[config.mk]
export PLATFORM = sky130hd
export DESIGN_NAME = sdram_multiport_arbiter
export DESIGN_NICKNAME = d
export VERILOG_FILES = /design/src/rtl/sdram_multiport_arbiter.sv
export SDC_FILE = /design/constraint.sdc
export NUM_CORES = 1
export LEC_CHECK = 0
export BUFFER_PORTS_ARGS = -buffer_cell sky130_fd_sc_hd__buf_4
export CAP_MARGIN = 10
export CORE_MARGIN = 1.5
export CORE_UTILIZATION = 43
export DETAILED_ROUTE_END_ITERATION = 10
export MAX_ROUTING_LAYER = met4
export PLACE_DENSITY = 0.72
export SLEW_MARGIN = 20
export SYNTH_ARGS = -nofsm -noshare
export SYNTH_HDL_FRONTEND = slang
export SYNTH_SLANG_ARGS = --single-unit
[constraint.sdc]
create_clock -name clk -period 6.11 [get_ports clk]
set_input_delay 0.611 -clock clk [delete_from_list [all_inputs] [get_ports clk]]
set_output_delay 0.611 -clock clk [all_outputs]
set_load 0.1 [all_outputs]
[src/rtl/sdram_multiport_arbiter.sv]
// Burst scheduler: multiplexes NUM_WRITERS write streams and NUM_READERS read
// streams onto a single burst SDRAM controller command interface. Each channel
// owns a frame region; bursts walk through it and wrap at the region end.
module sdram_multiport_arbiter #(
    parameter int NUM_WRITERS   = 2,
    parameter int NUM_READERS   = 2,
    parameter int BURST_LENGTH  = 8,
    parameter int DATA_WIDTH    = 16,
    parameter int ADDR_WIDTH    = 22,
    parameter int REGION_WORDS  = 153600,
    parameter int READ_PRIORITY = 1
) (
    input  logic                              clk,
    input  logic                              reset,
    input  logic [NUM_WRITERS-1:0]            wr_ready,
    input  logic [NUM_WRITERS*DATA_WIDTH-1:0] wr_data,
    output logic [NUM_WRITERS-1:0]            wr_ack,
    input  logic [NUM_WRITERS-1:0]            wr_restart,
    input  logic [NUM_READERS-1:0]            rd_ready,
    output logic [DATA_WIDTH-1:0]             rd_data,
    output logic [NUM_READERS-1:0]            rd_valid,
    input  logic [NUM_READERS-1:0]            rd_restart,
    output logic [1:0]                        command,
    output logic [ADDR_WIDTH-1:0]             data_address,
    output logic [DATA_WIDTH-1:0]             data_write,
    input  logic [DATA_WIDTH-1:0]             data_read,
    input  logic                              data_read_valid,
    input  logic                              data_write_done
);

    localparam int WIW = (NUM_WRITERS > 1) ? $clog2(NUM_WRITERS) : 1;
    localparam int RIW = (NUM_READERS > 1) ? $clog2(NUM_READERS) : 1;
    localparam int BW  = $clog2(BURST_LENGTH);

    // Encoding doubles as the controller command code.
    typedef enum logic [1:0] {
        ST_IDLE  = 2'd0,
        ST_WRITE = 2'd1,
        ST_READ  = 2'd2
    } state_t;

    state_t          state, state_nxt;
    logic [WIW-1:0]  wr_grant;     // also the round-robin "last granted" pointer
    logic [RIW-1:0]  rd_grant;
    logic            last_wr;      // direction of the most recent burst
    logic [BW-1:0]   beat;
    logic [ADDR_WIDTH-1:0] wr_off [NUM_WRITERS];
    logic [ADDR_WIDTH-1:0] rd_off [NUM_READERS];
    logic [NUM_WRITERS-1:0] wr_pend;
    logic [NUM_READERS-1:0] rd_pend;

    logic go_rd, go_wr, beat_evt, burst_end;
    int   wr_pick, rd_pick;

    // First requester after 'last' in circular order; 'last' if none request.
    function automatic int rr_pick(input logic [7:0] req, input int last, input int n);
        int pick;
        pick = last;
        for (int k = n; k >= 1; k--) begin
            if (req[(last + k) % n]) pick = (last + k) % n;
        end
        return pick;
    endfunction

    // Direction choice, channel choice and next state.
    always_comb begin
        go_rd     = 1'b0;
        go_wr     = 1'b0;
        state_nxt = state;
        wr_pick   = rr_pick(8'(wr_ready), int'(wr_grant), NUM_WRITERS);
        rd_pick   = rr_pick(8'(rd_ready), int'(rd_grant), NUM_READERS);
        beat_evt  = (state == ST_WRITE && data_write_done) ||
                    (state == ST_READ  && data_read_valid);
        burst_end = beat_evt && (beat == BW'(BURST_LENGTH - 1));
        if (|rd_ready && |wr_ready) begin
            if (READ_PRIORITY != 0) go_rd = 1'b1;
            else begin
                go_rd = last_wr;
                go_wr = !last_wr;
            end
        end else begin
            go_rd = |rd_ready;
            go_wr = |wr_ready;
        end
        case (state)
            ST_IDLE:  state_nxt = go_rd ? ST_READ : (go_wr ? ST_WRITE : ST_IDLE);
            ST_WRITE,
            ST_READ:  if (burst_end) state_nxt = ST_IDLE;
            default:  state_nxt = ST_IDLE;
        endcase
    end

    // State, grants, beat counter, per-channel offsets and restart flags.
    always_ff @(posedge clk) begin
        if (reset) begin
            state    <= ST_IDLE;
            wr_grant <= WIW'(NUM_WRITERS - 1);
            rd_grant <= RIW'(NUM_READERS - 1);
            last_wr  <= 1'b1;
            beat     <= '0;
            wr_pend  <= '0;
            rd_pend  <= '0;
            for (int i = 0; i < NUM_WRITERS; i++) wr_off[i] <= '0;
            for (int j = 0; j < NUM_READERS; j++) rd_off[j] <= '0;
        end else begin
            state <= state_nxt;
            if (state == ST_IDLE) begin
                beat <= '0;
                if (go_rd) begin
                    rd_grant <= RIW'(rd_pick);
                    last_wr  <= 1'b0;
                end else if (go_wr) begin
                    wr_grant <= WIW'(wr_pick);
                    last_wr  <= 1'b1;
                end
            end else if (beat_evt) begin
                beat <= burst_end ? '0 : beat + 1'b1;
            end
            // A restart on an active channel is deferred to burst completion.
            for (int i = 0; i < NUM_WRITERS; i++) begin
                if (state == ST_WRITE && int'(wr_grant) == i) begin
                    if (burst_end) begin
                        wr_pend[i] <= 1'b0;
                        if (wr_pend[i] || wr_restart[i]) wr_off[i] <= '0;
                        else if (wr_off[i] + ADDR_WIDTH'(BURST_LENGTH) == ADDR_WIDTH'(REGION_WORDS))
                            wr_off[i] <= '0;
                        else wr_off[i] <= wr_off[i] + ADDR_WIDTH'(BURST_LENGTH);
                    end else begin
                        wr_pend[i] <= wr_pend[i] | wr_restart[i];
                    end
                end else if (wr_pend[i] || wr_restart[i]) begin
                    wr_off[i]  <= '0;
                    wr_pend[i] <= 1'b0;
                end
            end
            for (int j = 0; j < NUM_READERS; j++) begin
                if (state == ST_READ && int'(rd_grant) == j) begin
                    if (burst_end) begin
                        rd_pend[j] <= 1'b0;
                        if (rd_pend[j] || rd_restart[j]) rd_off[j] <= '0;
                        else if (rd_off[j] + ADDR_WIDTH'(BURST_LENGTH) == ADDR_WIDTH'(REGION_WORDS))
                            rd_off[j] <= '0;
                        else rd_off[j] <= rd_off[j] + ADDR_WIDTH'(BURST_LENGTH);
                    end else begin
                        rd_pend[j] <= rd_pend[j] | rd_restart[j];
                    end
                end else if (rd_pend[j] || rd_restart[j]) begin
                    rd_off[j]  <= '0;
                    rd_pend[j] <= 1'b0;
                end
            end
        end
    end

    assign command = state;
    assign rd_data = data_read;

    // Controller-side address/data and per-channel FIFO strobes.
    always_comb begin
        data_address = '0;
        data_write   = '0;
        wr_ack       = '0;
        rd_valid     = '0;
        if (state == ST_WRITE) begin
            data_address = ADDR_WIDTH'(int'(wr_grant) * REGION_WORDS) + wr_off[wr_grant];
            data_write   = wr_data[int'(wr_grant)*DATA_WIDTH +: DATA_WIDTH];
            wr_ack[wr_grant] = data_write_done;
        end else if (state == ST_READ) begin
            data_address = ADDR_WIDTH'(int'(rd_grant) * REGION_WORDS) + rd_off[rd_grant];
            rd_valid[rd_grant] = data_read_valid;
        end
    end

endmodule
Word level (Yosys, flattened, before mapping)
Memories as Yosys holds them, arrays and structs flattened. A register that Yosys moved wholly into a read port is not among the register bits.
Cells that the tools add are included.
{"block": "classes", "n_addsub": 11, "mul": 2, "n_lt_le_gt_ge": 8, "eq_ne": 8, "n_shift": 1, "mux": 147, "n_bitwise": 29, "n_reduce_logical": 28}
{"op": "$mux 22", "n": 18}
{"op": "$mux 1", "n": 115}
{"op": "$add 22x4->22 const B", "n": 4}
{"op": "$eq 22x18->1 const B", "n": 4}
{"op": "$add 19x22->22", "n": 2}
{"op": "$shiftx 32x6->16", "n": 1}
{"op": "$lt 2x5->1 const B", "n": 4}
{"op": "$or 1x1->1", "n": 20}
{"op": "$mul 1x7->8 const B", "n": 2}
{"op": "$mux 16", "n": 1}
{"op": "$reduce_bool 2->1", "n": 6}
{"op": "$logic_and 1x1->1", "n": 10}
{"op": "$mux 2", "n": 5}
{"op": "$bmux 1 s2", "n": 4}
{"op": "$reduce_or 2->1", "n": 4}
{"op": "$logic_or 1x1->1", "n": 5}
{"op": "$add 1x1->1 const B", "n": 4}
{"op": "$and 1x1->1 const A", "n": 4}
{"op": "$and 2x2->2", "n": 2}
{"op": "$lt 1x2->1 const B", "n": 2}
{"op": "$pmux 2 s2", "n": 1}
{"op": "$reduce_and 4->1", "n": 1}
{"op": "$add 3x1->3 const B", "n": 1}
{"op": "$eq 3x3->1 const B", "n": 1}
{"op": "9 further kinds", "n": 13}
{"block": "word_totals", "ff_bits": 11, "mem_bits_rw": 88, "word_cells": 244, "n_memories": 2}
{"name": "rd_off", "depth": 2, "word_bits": 22, "rd": 3, "rd_clocked_by_memory_dff": 1, "write_ports": 2, "line": "48", "source": "logic [ADDR_WIDTH-1:0] rd_off [NUM_READERS];"}
{"name": "wr_off", "depth": 2, "word_bits": 22, "rd": 3, "rd_clocked_by_memory_dff": 1, "write_ports": 2, "line": "47", "source": "logic [ADDR_WIDTH-1:0] wr_off [NUM_WRITERS];"}

Depth between registers and ports, before layout
{"block": "logic_depth", "depth_word": 12, "ltp_mapped": 13, "ltp_nobuf": 11}

Least setup slack after synthesis
Ideal clock, no wire load.
{"block": "synth_timing", "path_type": "register -> output", "from": "reg (tool-made name)", "to": "out data_address[14]", "arrival_time_ns": 4.210, "required_ns": 5.499, "slack_ns": 1.289, "path_stages_with_launch": 10, "path_buffers": 3, "cell_sequence": "dfxtp_1 clkbuf_1 buf_2 buf_1 o21ai_0 ha_1 a21o_1 nand2_1 xor2_1 o21ai_0"}
{"element": "end: declaration", "line": "24", "source": "output logic [ADDR_WIDTH-1:0] data_address,"}

==> implementation parameters <==
Parameter                              Value

Status
  Result of the run ... finished clean

STA
  Hold violation total from the final report ... 0
  Worst-case headroom to the max-slew limit ... 0.289
  # setup viols final ... 0
  Achievable clock frequency ... ~240 MHz
  Worst path setup slack after routing ... roughly 1900 ps
  Final hold slack ... 500 ps
  Slew at the pin with the worst max-slew slack ... ~1100 ps
  Setup TNS Final ... 0 ps
  Unrepaired setup endpoints after global routing ... no
  Part of the cycle the worst path needs ... 0.686
  Layout Skew ... 4.90 ps
  Final count of pins violating max slew ... 0
  Final min period ... between 4000 and 5000 ps

Yosys
  Gate count of the mapped netlist ... about 800
  Top post-synthesis cells by count ... sky130_fd_sc_hd__nor2_1, sky130_fd_sc_hd__edfxtp_1, sky130_fd_sc_hd__nand2_1, sky130_fd_sc_hd__xnor2_1, sky130_fd_sc_hd__nand3_1
  Synth cell types ... 68
  Leading register cell type out of synthesis ... sky130_fd_sc_hd__edfxtp_1
  Cell with the most instances after synthesis ... sky130_fd_sc_hd__nor2_1
  Largest cells by area after synthesis ... sky130_fd_sc_hd__edfxtp_1, sky130_fd_sc_hd__xnor2_1, sky130_fd_sc_hd__nor2_1
  Synthesized area per cell ... a little under 9 um2
  Share of synthesized flip-flops with an asynchronous set or reset ... 0
  Post-synth EDFFs ... 76
  Register area share after synthesis ... 0.352
  Largest area contributor in the netlist ... sky130_fd_sc_hd__edfxtp_1
  Synth top area share ... 0.316
  Yosys synthesis warning count ... 0
  Mapped cell area ... 7220 um2
  Number of storage elements in the synthesis netlist ... just under 90

Finish
  Post-synthesis to final-layout area growth ... 10.4%
  Area occupied by registers ... 2540 um2
  Area of combinational cells with multiple inputs ... 4180 um2
  Fillers ... between 1500 and 2000
  Post-route standard cell area excluding fillers ... about 8000 um2
  Layout cells sized above 1 ... 0.157
  Layout net count ... ~900
  Inserted Diodes ... 0
  Core Util, Final ... 0.484

Setup path
  Top delay family on crit path ... compound AO/OA/AOI/OAI gates
  Element type at the critical path end ... output port
  Kind of start point of the critical path ... register
  Slowest Stage Delay on Critical Path ... between 1000 and 1500 ps
  Reg2reg path depth ... 8
  Worst-path cell with the longest stage delay ... sky130_fd_sc_hd__dfxtp_1
  Source of the worst register-to-register timing path ... command[1]
  CP Class ... reg -> out
  Critical path, cell by cell ... o21a_1 > inv_1 > ha_1 > a21o_1 > a31o_2 > a31oi_1 > nor2_1 > xor2_1 > o22ai_1 > buf_4
  Reg2reg setup slack ... 2920 ps
  End of the worst register-to-register path ... wr_off[0][17]
  WP data arrival ... 3580 ps
  Worst-path fanout max ... 27
  Number of buffer and inverter instances along the worst setup path ... 2
  Req. time, crit path ... approximately 5500 ps

Global routing
  First-pass GRT wire length ... between 20 and 30 mm
  Number of global-route vias before repair ... around 5600
  Maximum number of pins on one net before global-route repair ... 28
  Total track usage ... 0.220
  Sum of overflow across all layers after global routing ... 0
  Initial antenna violation count ... 0

Drt
  Max Used Layer ... met4
  DRC violations left ... 0
  Detailed-route wire length per cell ... 17.2 um
  Post-route antenna net violation count ... 0
  Via count ... about 6000
  Met3 wirelength from detailed routing ... roughly 730 um
  Met1 routed wirelength after detailed routing ... 8.36 mm
  Detailed-route wire length ... around 18 mm
  First-pass iteration count of the detailed router ... 5
  Initial detailed-routing violation count ... 578
  Post-detailed-route via-to-cell ratio ... 5.68
  Wire length on met2 ... approximately 8.7 mm

Floorplan
  Placeable core region ... around 16000 um2
  Die width ... around 130 um
  Initial cell density of the core ... 0.438
  Cell row count ... 47
  Number of ports placed on the die boundary ... 120
  Die Ht ... roughly 130 um
  Die ar. ... 17600 um2

Hold path
  Endpoint of the worst hold path ... command[0]
  Hold crit path type ... in -> reg
  Launch point of the worst hold path ... reset
  Hold Crit Depth ... 2

Power
  Maximum resistive drop on vdd ... between 0.00015 and 0.0002 V
  Leakage power ... about 3 nW
  Power Dens Cells ... approximately 230 nW/um2

Clock tree
  H-Tree Level Count ... 3
  Register clock-pin slew on the reported worst setup and hold paths ... about 60 ps
  Clock latency reported for the late side of the worst-skew pair ... 350 ps
  Maximum root-to-sink buffer count ... 2
  TritonCTS clock tree ... yes
  Number of hold buffers added after CTS ... 0
  Number of gates resized after cts ... 0
  Number of clock buffers inserted by TritonCTS ... 9
  Number of post-CTS setup repair buffers ... 0
  Number of clock sinks ... between 80 and 90
  Clock Tree Root ... sky130_fd_sc_hd__clkbuf_16

Placement
  HPWL Detailed ... between 10 and 15 mm
  Cell area after placement ... a little under 8000 um2
  Number of buffer cells added on primary ports ... 84
  Routability cong. ... between 0.9 and 1
  Worst slack, placed ... between 2000 and 2500 ps

Job
  Maximum Capacitance Violations ... 0
[logic make-up after synthesis]
group,after synthesis,share of synthesized area
compound gates,106,0.101
xor+xnor,90,0.109
fa+ha+maj,21,0.0385
buf+inv,101,0.0697
flops,89,0.352
mux,57,0.0820
other cells,1,0.000520
simple gates,357,0.247
[sequential cells by signal (all words and copies together), names as in the netlist, named ones only]
signal	flops
wr_off	38
rd_pend	2
wr_grant	1
wr_pend	2
command	2
rd_grant	1
beat	3
rd_off	38
[metrics by stage]
step	cells	total power, mW
after floorplan	824	1.27
after global placement	1050	1.36
after detailed placement	1050	1.36
after CTS	1063	1.85
after global routing	1063	1.92
final	1063	1.85
[area by class of cell]
type                    instances  area share
clock buffers                  11      0.0292
clock inverters                 2     0.00110
inverters                      21     0.00989
multi-input cells             634       0.525
flip-flops and latches         89       0.319
well taps                     220      0.0345
repair buffers                 86      0.0810
[placed cells by master, fill, tap and decap left out, types with 9 or more instances in the layout]
master	instances
sky130_fd_sc_hd__a211oi_1	12
sky130_fd_sc_hd__a21oi_1	14
sky130_fd_sc_hd__and3_1	10
sky130_fd_sc_hd__buf_4	86
sky130_fd_sc_hd__clkbuf_16	9
sky130_fd_sc_hd__dfxtp_1	12
sky130_fd_sc_hd__edfxtp_1	76
sky130_fd_sc_hd__ha_1	19
sky130_fd_sc_hd__inv_1	20
sky130_fd_sc_hd__mux2_2	17
sky130_fd_sc_hd__mux2i_1	40
sky130_fd_sc_hd__nand2_1	70
sky130_fd_sc_hd__nand3_1	50
sky130_fd_sc_hd__nand4_1	16
sky130_fd_sc_hd__nor2_1	107
sky130_fd_sc_hd__nor3_1	43
sky130_fd_sc_hd__nor3b_1	9
sky130_fd_sc_hd__nor4_1	13
sky130_fd_sc_hd__o21ai_0	24
sky130_fd_sc_hd__xnor2_1	53
sky130_fd_sc_hd__xor2_1	37
[report_power, final]
part / total (mW) / switching (mW) / internal [mW]
Clock: 0.493 / 0.226 / 0.267
Combinational: 0.545 / 0.367 / 0.178
Sequential: 0.809 / 0.0992 / 0.710
[per-layer routing]
| layer | up-vias | global-route usage |
|---|---|---|
| met5 | - | - |
| met4 | 0 | 0.0812 |
| met3 | 30 | 0.0287 |
| met2 | 160 | 0.349 |
| met1 | 2864 | 0.288 |
| li1 | 2980 | - |
[worst max path at each step]
stage | start | end | slack, ps | depth (start not counted)
floorplan | register | data_address[14] | 1290 | 9
global placement | register | data_address[20] | 2190 | 9
detailed placement | register | data_address[20] | 2180 | 9
CTS | register | data_address[19] | 1790 | 9
global route | register | data_address[20] | 1680 | 10
finish | register | data_address[20] | 1920 | 10
(Power assumes the default switching activity.)
